[config.mk]
export PLATFORM = sky130hd
export DESIGN_NAME = uart
export DESIGN_NICKNAME = d
export VERILOG_FILES = /design/src/rtl/uart.sv
export SDC_FILE = /design/constraint.sdc
export NUM_CORES = 1
export LEC_CHECK = 0
export BUFFER_PORTS_ARGS = -buffer_cell sky130_fd_sc_hd__buf_2
export CELL_PAD_IN_SITES_DETAIL_PLACEMENT = 1
export CELL_PAD_IN_SITES_GLOBAL_PLACEMENT = 2
export CORE_MARGIN = 8
export CORE_UTILIZATION = 42
export DETAILED_ROUTE_END_ITERATION = 10
export PLACE_DENSITY_LB_ADDON = 0.1
export SYNTH_ARGS = -nofsm -noshare
export SYNTH_HDL_FRONTEND = slang
export SYNTH_SLANG_ARGS = --single-unit
export TNS_END_PERCENT = 20
[constraint.sdc]
create_clock -name clk -period 4 [get_ports clk]
set_clock_uncertainty 0.2 [all_clocks]
set_input_delay 0.2 -clock clk [delete_from_list [all_inputs] [get_ports clk]]
set_output_delay 0.2 -clock clk [all_outputs]
set_load 0.02 [all_outputs]
[src/rtl/uart.sv]
// ---------------------------------------------------------------------------
// uart
// Minimal 8N1 UART transceiver with a 4-bit user data path. The transmitter
// sends {4'b0000, data_in} as one frame. The receiver deserializes frames from
// rx and shows the low nibble of the last good byte on the LEDs and on an
// active-low 7-segment display.
//
// Ports:
//   clk          system clock, all logic on the rising edge
//   rstn         asynchronous active-low reset
//   data_in[3:0] nibble to transmit, sampled when a frame starts
//   data_en      transmit enable (level; held high gives back-to-back frames)
//   tx           serial output, idle high
//   tx_busy      high while a frame is being shifted out on tx
//   rx           serial input, asynchronous to clk
//   ready        received-data-valid flag
//   ready_clr    clears ready (a simultaneous new byte wins)
//   led_out[3:0] low nibble of the last byte received with a valid stop bit
//   display_out  7-segment code of led_out, active-low {dp,g,f,e,d,c,b,a}
// ---------------------------------------------------------------------------
module uart #(
    parameter int CLOCKS_PER_PULSE = 5208
) (
    input  logic       clk,
    input  logic       rstn,
    input  logic [3:0] data_in,
    input  logic       data_en,
    output logic       tx,
    output logic       tx_busy,
    input  logic       rx,
    output logic       ready,
    input  logic       ready_clr,
    output logic [3:0] led_out,
    output logic [7:0] display_out
);

    localparam int CW = $clog2(CLOCKS_PER_PULSE);
    localparam logic [CW-1:0] CNT_ONE   = CW'(1);
    localparam logic [CW-1:0] BIT_LAST  = CW'(CLOCKS_PER_PULSE - 1);
    localparam logic [CW-1:0] HALF_LAST = CW'(CLOCKS_PER_PULSE / 2 - 1);

    typedef enum logic [1:0] {
        TX_IDLE,
        TX_START,
        TX_DATA,
        TX_STOP
    } tx_state_t;

    typedef enum logic [1:0] {
        RX_IDLE,
        RX_START,
        RX_DATA,
        RX_STOP
    } rx_state_t;

    // ------------------------------------------------------------------
    // Transmitter
    // ------------------------------------------------------------------
    tx_state_t     tx_state, tx_state_next;
    logic [CW-1:0] tx_cnt, tx_cnt_next;
    logic [2:0]    tx_idx, tx_idx_next;
    logic [7:0]    tx_data, tx_data_next;

    always_ff @(posedge clk or negedge rstn) begin
        if (!rstn) begin
            tx_state <= TX_IDLE;
            tx_cnt   <= '0;
            tx_idx   <= '0;
            tx_data  <= '0;
        end else begin
            tx_state <= tx_state_next;
            tx_cnt   <= tx_cnt_next;
            tx_idx   <= tx_idx_next;
            tx_data  <= tx_data_next;
        end
    end

    // tx and tx_busy are decoded from the registered state, so busy rises on
    // the same edge that leaves IDLE and falls on the edge that returns to it.
    always_comb begin
        tx_state_next = tx_state;
        tx_cnt_next   = tx_cnt;
        tx_idx_next   = tx_idx;
        tx_data_next  = tx_data;
        tx            = 1'b1;
        tx_busy       = (tx_state != TX_IDLE);

        case (tx_state)
            TX_IDLE: begin
                if (data_en) begin
                    tx_data_next  = {4'b0000, data_in};
                    tx_cnt_next   = '0;
                    tx_idx_next   = '0;
                    tx_state_next = TX_START;
                end
            end
            TX_START: begin
                tx = 1'b0;
                if (tx_cnt == BIT_LAST) begin
                    tx_cnt_next   = '0;
                    tx_state_next = TX_DATA;
                end else begin
                    tx_cnt_next = tx_cnt + CNT_ONE;
                end
            end
            TX_DATA: begin
                tx = tx_data[tx_idx];
                if (tx_cnt == BIT_LAST) begin
                    tx_cnt_next = '0;
                    if (tx_idx == 3'd7) begin
                        tx_state_next = TX_STOP;
                    end else begin
                        tx_idx_next = tx_idx + 3'd1;
                    end
                end else begin
                    tx_cnt_next = tx_cnt + CNT_ONE;
                end
            end
            TX_STOP: begin
                tx = 1'b1;
                if (tx_cnt == BIT_LAST) begin
                    tx_cnt_next   = '0;
                    tx_state_next = TX_IDLE;
                end else begin
                    tx_cnt_next = tx_cnt + CNT_ONE;
                end
            end
            default: begin
                tx_state_next = TX_IDLE;
            end
        endcase
    end

    // ------------------------------------------------------------------
    // Receiver input synchronizer (reset to idle-high so a reset does not
    // look like a start bit)
    // ------------------------------------------------------------------
    logic rx_meta, rx_sync;

    always_ff @(posedge clk or negedge rstn) begin
        if (!rstn) begin
            rx_meta <= 1'b1;
            rx_sync <= 1'b1;
        end else begin
            rx_meta <= rx;
            rx_sync <= rx_meta;
        end
    end

    // ------------------------------------------------------------------
    // Receiver
    // ------------------------------------------------------------------
    rx_state_t     rx_state, rx_state_next;
    logic [CW-1:0] rx_cnt, rx_cnt_next;
    logic [2:0]    rx_idx, rx_idx_next;
    logic [7:0]    rx_shift, rx_shift_next;
    logic          rx_err, rx_err_next;
    logic          byte_done;

    always_ff @(posedge clk or negedge rstn) begin
        if (!rstn) begin
            rx_state <= RX_IDLE;
            rx_cnt   <= '0;
            rx_idx   <= '0;
            rx_shift <= '0;
            rx_err   <= 1'b0;
        end else begin
            rx_state <= rx_state_next;
            rx_cnt   <= rx_cnt_next;
            rx_idx   <= rx_idx_next;
            rx_shift <= rx_shift_next;
            rx_err   <= rx_err_next;
        end
    end

    // START waits half a bit so every later sample lands near a bit center.
    // rx_err marks a bad stop bit: the byte is dropped and the FSM parks in
    // STOP until the line returns high, so a held-low line cannot retrigger.
    always_comb begin
        rx_state_next = rx_state;
        rx_cnt_next   = rx_cnt;
        rx_idx_next   = rx_idx;
        rx_shift_next = rx_shift;
        rx_err_next   = rx_err;
        byte_done     = 1'b0;

        case (rx_state)
            RX_IDLE: begin
                rx_cnt_next = '0;
                rx_idx_next = '0;
                rx_err_next = 1'b0;
                if (!rx_sync) begin
                    rx_state_next = RX_START;
                end
            end
            RX_START: begin
                if (rx_cnt == HALF_LAST) begin
                    rx_cnt_next   = '0;
                    rx_state_next = rx_sync ? RX_IDLE : RX_DATA;
                end else begin
                    rx_cnt_next = rx_cnt + CNT_ONE;
                end
            end
            RX_DATA: begin
                if (rx_cnt == BIT_LAST) begin
                    rx_cnt_next   = '0;
                    rx_shift_next = {rx_sync, rx_shift[7:1]};
                    if (rx_idx == 3'd7) begin
                        rx_state_next = RX_STOP;
                    end else begin
                        rx_idx_next = rx_idx + 3'd1;
                    end
                end else begin
                    rx_cnt_next = rx_cnt + CNT_ONE;
                end
            end
            RX_STOP: begin
                if (rx_err) begin
                    if (rx_sync) begin
                        rx_err_next   = 1'b0;
                        rx_state_next = RX_IDLE;
                    end
                end else if (rx_cnt == BIT_LAST) begin
                    rx_cnt_next = '0;
                    if (rx_sync) begin
                        byte_done     = 1'b1;
                        rx_state_next = RX_IDLE;
                    end else begin
                        rx_err_next = 1'b1;
                    end
                end else begin
                    rx_cnt_next = rx_cnt + CNT_ONE;
                end
            end
            default: begin
                rx_state_next = RX_IDLE;
            end
        endcase
    end

    // A completed byte takes priority over ready_clr on the same edge.
    always_ff @(posedge clk or negedge rstn) begin
        if (!rstn) begin
            ready   <= 1'b0;
            led_out <= '0;
        end else begin
            if (byte_done) begin
                ready   <= 1'b1;
                led_out <= rx_shift[3:0];
            end else if (ready_clr) begin
                ready <= 1'b0;
            end
        end
    end

    // ------------------------------------------------------------------
    // 7-segment decode, active-low {dp,g,f,e,d,c,b,a}, dp always off
    // ------------------------------------------------------------------
    always_comb begin
        display_out = 8'hC0;
        case (led_out)
            4'h0: display_out = 8'hC0;
            4'h1: display_out = 8'hF9;
            4'h2: display_out = 8'hA4;
            4'h3: display_out = 8'hB0;
            4'h4: display_out = 8'h99;
            4'h5: display_out = 8'h92;
            4'h6: display_out = 8'h82;
            4'h7: display_out = 8'hF8;
            4'h8: display_out = 8'h80;
            4'h9: display_out = 8'h90;
            4'hA: display_out = 8'h88;
            4'hB: display_out = 8'h83;
            4'hC: display_out = 8'hC6;
            4'hD: display_out = 8'hA1;
            4'hE: display_out = 8'h86;
            4'hF: display_out = 8'h8E;
            default: display_out = 8'hC0;
        endcase
    end

endmodule

==> qor.yml <==
routing:
  final_antenna_net_count: 0
  drc: 0
  post_drt_wl_per_cell_um: 15.1
  firstDrtPassIters: 4
  drt_iter0_markers: 52
  via_per_inst: 5.36
  vias: 2389
  finalWirelength_um: 6740
worst_setup_path:
  r2r_slack_ns: 1.38
  setup.worst_path.class: "reg -> reg"
  crit_fanout: 7
  cp_top_family: "simple AND/OR/NAND/NOR gates"
  crit_arrival_ns: 2.62
  path_cells: "ha_1, or3b_1, nor4_4, and2b_1, mux2_1, a22o_1"
  slowest_stage: "nor4_4"
  required_ns: 4.01
  critical-path-max-stage-delay_ns: 0.47
  critical_path.startpoint_type: "register"
  cp_num_buf_inv: 0
  end_kind: "register"
grt:
  met2_usage_pct: 23.1
  track_usage_pct: 13.8
  busiest_layer: "met2"
  antenna_found_initial: 0
  grt_first_pass_wirelength_um: 11600
  grt-ovfl-total: 0
  grtUsageMet3_pct: 2.63
  grt_pass1_vias: 2501
  grt_max_degree: 43
  grt_util_met1_pct: 17.5
timing:
  clock.fmax_mhz: 382
  final_max_slew_viol_count: 0
  worst_slew_pin_slew_ns: 0.797
  finalSetupViolations: 0
  rsz0062_at_grt: "no"
  fin_setup_tns_ns: 0
  slew_headroom_pct: 46.6
  min_period_over_period_pct: 65.4
  hold_viol_final: 0
  period_needed_ns: 2.62
cts:
  cts_tree: "built"
  ctsHtreeMaxLevel: 2
  cts.sinks: 56
  clockBufferDepth: 2
  cts_buffers: 5
  cts_root_buf: "clkbuf_8"
  clk_pin_slew_ns: 0.10
  clock_latency_ns: 0.31
  post_cts_buffers: 0
synth:
  synthMuxAreaShare_pct: 8.03
  synth_top_family_by_area: "simple AND/OR/NAND/NOR gates"
  syn-num-nets: 345
  async_reset_ff_share_pct: 100
  yosysWarnings: 0
  ys_seq_area_share_pct: 44.2
  synth-seq-cells: 56
  synth_xor_xnor_area_share_pct: 3.86
  synthCells: 316
  synthAdderAreaFrac_pct: 7.87
  syn_area_um2: 3180
  yosys.area_share.simple_pct: 19.5
  synth_compound_area_share_pct: 13.3
  ys.flop_type: "dfrtp_1"
  post_synth_num_cell_types: 55
  synth-edff-count: 0
  syn_area_per_cell_um2: 10.1
floorplan:
  die_w_um: 103
  initial_utilization_pct: 43.6
  rows: 31
  die_h_um: 103
  io_pins: 24
  core_area_um2: 7290
  die_area_um2: 10600
power_and_ir_drop:
  p_int_w: 0.000964
  power.density_nw_per_um2: 398
  p_sw_w: 0.000457
  p_leak_nw: 1.61
  clockPowerShare_pct: 27.2
  sequentialPowerShare_pct: 47.3
  switching_share_pct: 32.2
  p_comb_share_pct: 25.5
  power_w: 0.00142
  irDropWorstVdd_mv: 0.251
cells_and_area:
  final_common_cell: "dfrtp_1"
  fin_nets: 375
  drive_gt1_share_pct: 16.7
  area_growth_pct: 12.4
  diodes: 0
  layout_common_cells: "dfrtp_1 (54), nand2_1 (39), o21ai_0 (30)"
placement:
  port_buffers: 22
  hpwl_um: 4900
  gp_congestion: 0.717
job:
  cap_violations: 0
status:
  status: "finished, final reports clean"
worst_hold_path:
  hold_class: "in -> async"
==> power groups by stage <==
stage	Clock (W)	Sequential, W	Combinational (W)
after floorplan	0	0.000667	0.000270
after global placement	0	0.000679	0.000352
after detailed placement	0	0.000682	0.000363
after CTS	0.000400	0.000671	0.000370
after global routing	0.000422	0.000679	0.000412
final	0.000387	0.000671	0.000363
==> synthesized netlist by cell type (2+ instances only) <==
master | n | share of area (%)
nor2_1 | 24 | 2.8
mux2i_1 | 3 | 0.94
nand4bb_1 | 3 | 1.1
o21ai_0 | 30 | 4.7
xor2_1 | 9 | 2.5
nor2b_1 | 7 | 1.4
nand3_1 | 6 | 0.94
clkbuf_1 | 4 | 0.47
o22ai_1 | 3 | 0.59
nand2_1 | 39 | 4.6
a31oi_1 | 2 | 0.39
buf_2 | 2 | 0.31
dfstp_2 | 2 | 1.7
inv_1 | 15 | 1.8
mux2_1 | 3 | 1.1
nand2b_1 | 6 | 1.2
a22o_1 | 4 | 1.1
mux2_2 | 15 | 5.3
xnor2_1 | 5 | 1.4
o31ai_1 | 3 | 0.71
dfrtp_1 | 54 | 43
nand3b_1 | 3 | 0.71
a21oi_1 | 4 | 0.63
o21ai_1 | 4 | 0.63
nor3_1 | 5 | 0.79
and3_1 | 4 | 0.79
ha_1 | 20 | 7.9
and2_1 | 3 | 0.59
nand4_1 | 8 | 1.6
==> layer usage <==
metal / vias to the layer above / share of wire, %
li1: 1168 / -
met1: 1195 / 48
met2: 21 / 49
met3: 5 / 2.8
met4: 0 / 0.93
met5: - / 0
==> worst paths after layout <==
kind / startpoint / end / cells past startpoint
setup / recovery: rx_cnt[0] / rx_idx[1] / 6
hold / removal: rstn / tx_cnt[9] / 2
setup reg to reg: rx_cnt[0] / rx_idx[1] / 6
hold reg to reg: rx_meta / rx_sync / 0
max in group asynchronous: rstn / rx_sync / 3
min in group clk: rx_meta / rx_sync / 0
==> stage by stage <==
| stage | area, um^2 | std cells | hold slack [ns] | setup slack (ns) | utilization (%) |
|---|---|---|---|---|---|
| floorplan | 3180 | 316 | -0.296 | 1.59 | - |
| global placement | 3380 | 430 | -0.0672 | 1.45 | 46.3 |
| detailed placement | 3380 | 430 | -0.0664 | 1.39 | 46.3 |
| CTS | 3570 | 446 | 0.120 | 1.38 | 49.0 |
| global route | 3570 | 446 | 0.143 | 1.24 | 49.0 |
| finish | 3570 | 446 | 0.124 | 1.38 | 49.0 |
==> kinds of logic after synthesis <==
kind of cell | after synthesis
adders and majority gates | 20
xor gates and xnor gates | 14
DFF | 56
buffers and inverters | 23
other | 1
AOI/OAI and AO/OA | 63
and+or+nand+nor | 117
muxes | 22
==> state kept, by name (all words and copies together), names as in the netlist, named ones only <==
register,cells
rx_err,1
rx_meta,1
rx_state,1
rx_cnt,13
led_out,4
tx_data,4
tx_cnt,13
rx_idx,3
ready,1
tx_idx,3
rx_sync,1
tx_state,2
rx_shift,8
==> cell type report <==
class,instances,area (um^2)
clock buffers,5,68.8
clock inverters,3,46.3
fillers,859,3720
inverters,15,56.3
multi-input cells,237,1680
flip-flops and latches,56,1400
well taps,99,124
repair buffers,31,198
==> timing repair <==
action                                 in CTS  in global routing
hold buffers                                8                  0
endpoints found under the hold margin      21                  0
resized for setup                           0                  0
Power figures use the tool's default switching activity.
